$ cat config.mk
export PLATFORM = sky130hd
export DESIGN_NAME = led_pwm_ctrl
export DESIGN_NICKNAME = d
export VERILOG_FILES = /design/src/rtl/led_pwm_ctrl.sv
export SDC_FILE = /design/constraint.sdc
export NUM_CORES = 1
export LEC_CHECK = 0
export ABC_AREA = 1
export BUFFER_PORTS_ARGS = -buffer_cell sky130_fd_sc_hd__buf_2
export CORE_MARGIN = 2
export CORE_UTILIZATION = 50
export DETAILED_ROUTE_END_ITERATION = 7
export PLACE_DENSITY_LB_ADDON = 0.12
export REMOVE_ABC_BUFFERS = 1
export SLEW_MARGIN = 20
export SYNTH_ARGS = -nofsm -noshare
export SYNTH_HDL_FRONTEND = slang
export SYNTH_SLANG_ARGS = --single-unit
$ cat constraint.sdc
create_clock -name led_clk -period 2.98 [get_ports led_clk]
set_clock_uncertainty 0.1 [all_clocks]
set_input_delay 0.745 -clock led_clk [delete_from_list [all_inputs] [get_ports led_clk]]
set_output_delay 0.745 -clock led_clk [all_outputs]
set_load 0.005 [all_outputs]
$ cat src/rtl/led_pwm_ctrl.sv
// -----------------------------------------------------------------------------
// led_pwm_ctrl
//   Memory-mapped LED controller on the CPU I/O bus. Each LED can be driven
//   steady or blinking, and all lit LEDs are modulated by one global PWM duty.
//
// Ports
//   led_clk    system clock
//   ledrst_n   asynchronous active-low reset
//   ledaddrcs  chip select from the I/O decoder
//   ledwrite   write strobe (write accepted on ledaddrcs && ledwrite)
//   ledread    read strobe  (readback driven on ledaddrcs && ledread)
//   ledaddr    register select: 0 DATA, 1 MODE, 2 DUTY, 3 PERIOD
//   ledwdata   write data
//   ledrdata   combinational read data, zero-extended
//   ledout     registered LED drive
// -----------------------------------------------------------------------------
module led_pwm_ctrl #(
  parameter int NUM_LEDS = 16,
  parameter int PWM_BITS = 8,
  parameter int PRESCALE = 50000
) (
  input  logic                led_clk,
  input  logic                ledrst_n,
  input  logic                ledaddrcs,
  input  logic                ledwrite,
  input  logic                ledread,
  input  logic [1:0]          ledaddr,
  input  logic [15:0]         ledwdata,
  output logic [15:0]         ledrdata,
  output logic [NUM_LEDS-1:0] ledout
);

  localparam int PRE_W = (PRESCALE > 1) ? $clog2(PRESCALE) : 1;

  localparam logic [1:0] A_DATA   = 2'd0;
  localparam logic [1:0] A_MODE   = 2'd1;
  localparam logic [1:0] A_DUTY   = 2'd2;
  localparam logic [1:0] A_PERIOD = 2'd3;

  logic [NUM_LEDS-1:0] data_q;
  logic [NUM_LEDS-1:0] mode_q;
  logic [PWM_BITS-1:0] duty_q;
  logic [15:0]         period_q;
  logic [PRE_W-1:0]    pre_cnt;
  logic [15:0]         blink_cnt;
  logic                blink_phase;
  logic [PWM_BITS-1:0] pwm_cnt;

  logic                wr_en;
  logic                tick;
  logic                pwm_on_p0;
  logic [NUM_LEDS-1:0] led_nxt_p0;

  // All-ones duty is forced fully on; otherwise compare against the counter,
  // which would leave a one-cycle gap per PWM period at maximum duty.
  function automatic logic pwm_gate(input logic [PWM_BITS-1:0] cnt,
                                    input logic [PWM_BITS-1:0] duty);
    return (&duty) | (cnt < duty);
  endfunction

  assign wr_en = ledaddrcs && ledwrite;
  // With PRESCALE=1 the counter is pinned at 0 so tick fires every cycle.
  assign tick  = (pre_cnt == PRE_W'(PRESCALE - 1));

  // Register file
  always_ff @(posedge led_clk or negedge ledrst_n) begin
    if (!ledrst_n) begin
      data_q   <= '0;
      mode_q   <= '0;
      duty_q   <= '1;
      period_q <= '0;
    end else if (wr_en) begin
      case (ledaddr)
        A_DATA:   data_q   <= ledwdata[NUM_LEDS-1:0];
        A_MODE:   mode_q   <= ledwdata[NUM_LEDS-1:0];
        A_DUTY:   duty_q   <= ledwdata[PWM_BITS-1:0];
        default:  period_q <= ledwdata;
      endcase
    end
  end

  // Prescaler and PWM counter
  always_ff @(posedge led_clk or negedge ledrst_n) begin
    if (!ledrst_n) begin
      pre_cnt <= '0;
      pwm_cnt <= '0;
    end else begin
      pre_cnt <= tick ? '0 : pre_cnt + PRE_W'(1);
      pwm_cnt <= pwm_cnt + PWM_BITS'(1);
    end
  end

  // Blink half-period counter. A PERIOD write restarts the phase and wins
  // over a coincident tick; PERIOD=0 parks the phase high (steady).
  always_ff @(posedge led_clk or negedge ledrst_n) begin
    if (!ledrst_n) begin
      blink_cnt   <= '0;
      blink_phase <= 1'b1;
    end else if ((wr_en && ledaddr == A_PERIOD) || period_q == 16'd0) begin
      blink_cnt   <= '0;
      blink_phase <= 1'b1;
    end else if (tick) begin
      if (blink_cnt == period_q - 16'd1) begin
        blink_cnt   <= '0;
        blink_phase <= ~blink_phase;
      end else begin
        blink_cnt <= blink_cnt + 16'd1;
      end
    end
  end

  // Stage p0: combine enables, blink phase and PWM gate
  always_comb begin
    pwm_on_p0  = pwm_gate(pwm_cnt, duty_q);
    led_nxt_p0 = data_q & (~mode_q | {NUM_LEDS{blink_phase}}) & {NUM_LEDS{pwm_on_p0}};
  end

  // Output register: ledout comes straight from flops
  always_ff @(posedge led_clk or negedge ledrst_n) begin
    if (!ledrst_n) begin
      ledout <= '0;
    end else begin
      ledout <= led_nxt_p0;
    end
  end

  // Readback reflects pre-edge contents, so a same-cycle write returns old data.
  always_comb begin
    ledrdata = '0;
    if (ledaddrcs && ledread) begin
      case (ledaddr)
        A_DATA:   ledrdata[NUM_LEDS-1:0] = data_q;
        A_MODE:   ledrdata[NUM_LEDS-1:0] = mode_q;
        A_DUTY:   ledrdata[PWM_BITS-1:0] = duty_q;
        default:  ledrdata               = period_q;
      endcase
    end
  end

endmodule

==> results_tabular.tex <==
\begin{tabular}{lr}
\hline
Metric & Value \\
\hline
\multicolumn{2}{l}{\textbf{Placement}} \\
Number of input and output port buffers inserted & 54 \\
HPWL reported at the end of detailed placement & 10.6 mm \\
Placed standard-cell area & 6480 µm² \\
Gpl congestion & 0.805 \\
\multicolumn{2}{l}{\textbf{Yosys}} \\
Seq cells post-synth & 113 \\
Post-synthesis area per instance & 7.88 µm² \\
Post-synth top area share & 0.435 \\
Post-synth top flop & dfrtp\_1 \\
Library cell with the largest summed area after synthesis & dfrtp\_1 \\
Sequential share of the synthesized area & 0.474 \\
Ys async rst share & 1.00 \\
Cell area after technology mapping & 5990 µm² \\
Synth Warn \# & 0 \\
Synth top area cells & dfrtp\_1 (43\%), nand2\_1 (11\%), inv\_1 (7.5\%), o21ai\_0 (7.4\%), nor2\_1 (4.5\%) \\
Synth Instances & 760 \\
Number of different library cells in the post-synthesis netlist & 37 \\
EDFF count, synth & 0 \\
\multicolumn{2}{l}{\textbf{Flow run}} \\
Number of max-cap violations & 0 \\
\multicolumn{2}{l}{\textbf{STA}} \\
Minimum clock period after layout & 2800 ps \\
Final setup violation count & 0 \\
Slew of the pin with the lowest slew margin & 534 ps \\
Final number of max-transition violations & 0 \\
Total count of hold-check failures in the final report & 0 \\
Total negative slack & 0 ps \\
Maximum frequency from static timing analysis & 358 MHz \\
Final period util & 0.938 \\
Unrepaired setup endpoints after global routing & false \\
Max transition margin & 0.643 \\
\multicolumn{2}{l}{\textbf{Clock network}} \\
Num CTS Buffers & 17 \\
Clk root buf & clkbuf\_16 \\
Clock tree from TritonCTS & done \\
Max clock buf depth & 2 \\
Buffer count from post-CTS setup fixing & 0 \\
CTS clk-pin slew, worst paths & 50 ps \\
Gates resized, CTS repair & 0 \\
CTS HTree Levels & 4 \\
Number of clock sinks & 113 \\
Post-CTS Hold Fix Bufs & 0 \\
Clock Latency Late Sink & 420 ps \\
\multicolumn{2}{l}{\textbf{Finish}} \\
Nets & 864 \\
Final standard cell area without fillers & 7130 µm² \\
Area added between synthesis and finish & 19.1\% \\
Fraction of layout instances using a drive strength above 1 & 0.164 \\
Count of inserted antenna diode cells & 0 \\
\multicolumn{2}{l}{\textbf{Routing}} \\
Iteration-0 DRC Markers & 398 \\
First-pass detailed-route iteration total & 5 \\
Routed Wire Length & 14.7 mm \\
Via-per-instance ratio & 5.29 \\
Routed length per instance & 14.9 µm \\
Residual antenna-violating net count after detailed routing & 0 \\
Via count & 5,219 \\
Residual DRC count & 0 \\
\multicolumn{2}{l}{\textbf{Setup path}} \\
Data required time of the critical path & 2130 ps \\
Worst Setup Path Type & input port to output port \\
Maximum fanout encountered on the critical timing path & 9 \\
CP startpoint kind & input port \\
CP endpoint kind & output port \\
Arrival time of data at the critical path endpoint & 1950 ps \\
\multicolumn{2}{l}{\textbf{Global route}} \\
Global router's overall resource usage & 0.250 \\
Wire length of the first global-routing pass & 25.1 mm \\
Vias in the first global route & 5,281 \\
Aggregate global routing overflow & 0 \\
Number of antenna violations at the first check in global routing & 0 \\
Maximum number of pins on one net before global-route repair & 56 \\
\multicolumn{2}{l}{\textbf{Power and ir drop}} \\
Internal power component & 3.60 mW \\
Switching power & 1.46 mW \\
IR Drop Worst-Case VDD & 0.394 mV \\
Comb pwr share & 0.170 \\
Part of the power in the clock network & 0.444 \\
Power share of the sequential group & 0.386 \\
Power Dens Cells & 709 nW/µm² \\
Cell leakage power & 3.65 nW \\
Switching share of power & 0.288 \\
\multicolumn{2}{l}{\textbf{Floorplan}} \\
Width of the die & 113 µm \\
Core footprint & 11,600 µm² \\
Die Height & 113 µm \\
Overall die area & 12,900 µm² \\
Effective utilization at floorplan & 0.518 \\
Count of boundary I/O pins & 55 \\
Standard-cell rows & 39 \\
\multicolumn{2}{l}{\textbf{Status}} \\
Outcome & completed \\
\multicolumn{2}{l}{\textbf{Worst hold path}} \\
Min-Delay Path Class & input port to async pin \\
\hline
\end{tabular}
-- cells in the final DEF (no fill, tap or decap), types with 2 or more instances in the layout --
master      synthesis  final
nand3b_1            6      6
dfstp_2             9      9
clkinvlp_4          0      4
inv_6               0      2
a21oi_2            10     10
nor2_4              3      3
dfrtp_1           104    104
bufinv_16           0      5
ha_1               11     11
a21oi_1            21     21
o21ai_0            88     88
clkinv_2            0      2
nand2_2             5      5
xor2_1             22     22
nor2_2              5      6
inv_2               2      2
buf_2               4     53
nor4_1              3      3
nand3_1            32     32
clkbuf_16           0     17
inv_1             119    119
nor2_1             71     70
buf_4               0     15
nand2_1           170    170
xnor2_1            13     13
nand4_1             8      8
nor3_1             11     11
o22ai_1            17     17
-- worst paths after layout --
kind                                  start     endpoint  slack (ps)  depth (start not counted)
min in group led_clk             pre_cnt[0]   pre_cnt[0]         380                          1
worst min-delay path               ledrst_n   pwm_cnt[3]         200                          1
worst min register to register   pre_cnt[0]   pre_cnt[0]         380                          1
max in group asynchronous          ledrst_n    duty_q[3]        1820                          2
worst max register to register  period_q[0]  blink_phase         590                         12
worst max-delay path             ledaddr[0]  ledrdata[5]         180                         10
-- kinds of logic (layout without fill, tap and decap cells) --
family | count (synthesis) | in the layout | synth area share
DFF | 113 | 113 | 0.474
xor gates and xnor gates | 35 | 35 | 0.0512
AOI/OAI and AO/OA | 142 | 142 | 0.131
and+or+nand+nor | 319 | 319 | 0.230
buffers and inverters | 140 | 223 | 0.0905
adders and majority gates | 11 | 11 | 0.0230
-- layer usage --
metal	part of all wire	up-vias	global-route usage
li1	-	2569	-
met4	0.025	0	0.114
met1	0.43	2466	0.303
met5	0	-	0
met2	0.49	155	0.418
met3	0.048	29	0.0664
-- state kept, by name, indices dropped and copies added (netlist names) --
name	cells
ledout	16
period_q	16
mode_q	16
duty_q	8
blink_phase	1
data_q	16
blink_cnt	16
pwm_cnt	8
pre_cnt	16
-- worst max-delay path, cell delays in order --
cell	delay [ps]
buf_2	160
inv_1	70
nor2_1	50
inv_1	260
o22ai_1	130
a21oi_1	160
o21ai_0	110
nand2_1	80
inv_1	50
buf_2	120
-- cell usage after synthesis (2+ instances only) --
cell / count
a21oi_1: 21
a21oi_2: 10
buf_2: 4
clkbuf_1: 12
dfrtp_1: 104
dfstp_2: 9
ha_1: 11
inv_1: 119
inv_2: 2
nand2_1: 170
nand2_2: 5
nand3_1: 32
nand3b_1: 6
nand4_1: 8
nor2_1: 71
nor2_2: 5
nor2_4: 3
nor3_1: 11
nor4_1: 3
o21ai_0: 88
o22ai_1: 17
xnor2_1: 13
xor2_1: 22
-- per-stage QoR --
step                      std cells  setup slack [ps]   util  hold slack [ps]  power (mW)
after floorplan                 742              -189      -              333        2.49
after global placement          954               236  0.560              348        2.79
after detailed placement        954               214  0.560              367        2.82
after CTS                       986               194  0.617              208        5.09
after global routing            986              39.5  0.617              224        5.32
final                           986               183  0.617              198        5.06
-- area by class of cell --
class	count	area (µm²)
multi-input combinational	507	2610
inverter	122	458
timing repair buffer	69	398
sequential	113	2840
clock inverter	13	208
fill	1048	4430
tap	143	179
clock buffer	19	443
-- power groups by stage --
stage | clock network (mW) | registers, mW | logic [mW]
final | 2.25 | 1.95 | 0.858
after global routing | 2.35 | 1.98 | 0.988
after CTS | 2.27 | 1.95 | 0.863
after detailed placement | 0 | 1.97 | 0.851
after global placement | 0 | 1.97 | 0.826
after floorplan | 0 | 1.93 | 0.561
Note: power is estimated with default switching activity, not from simulation.
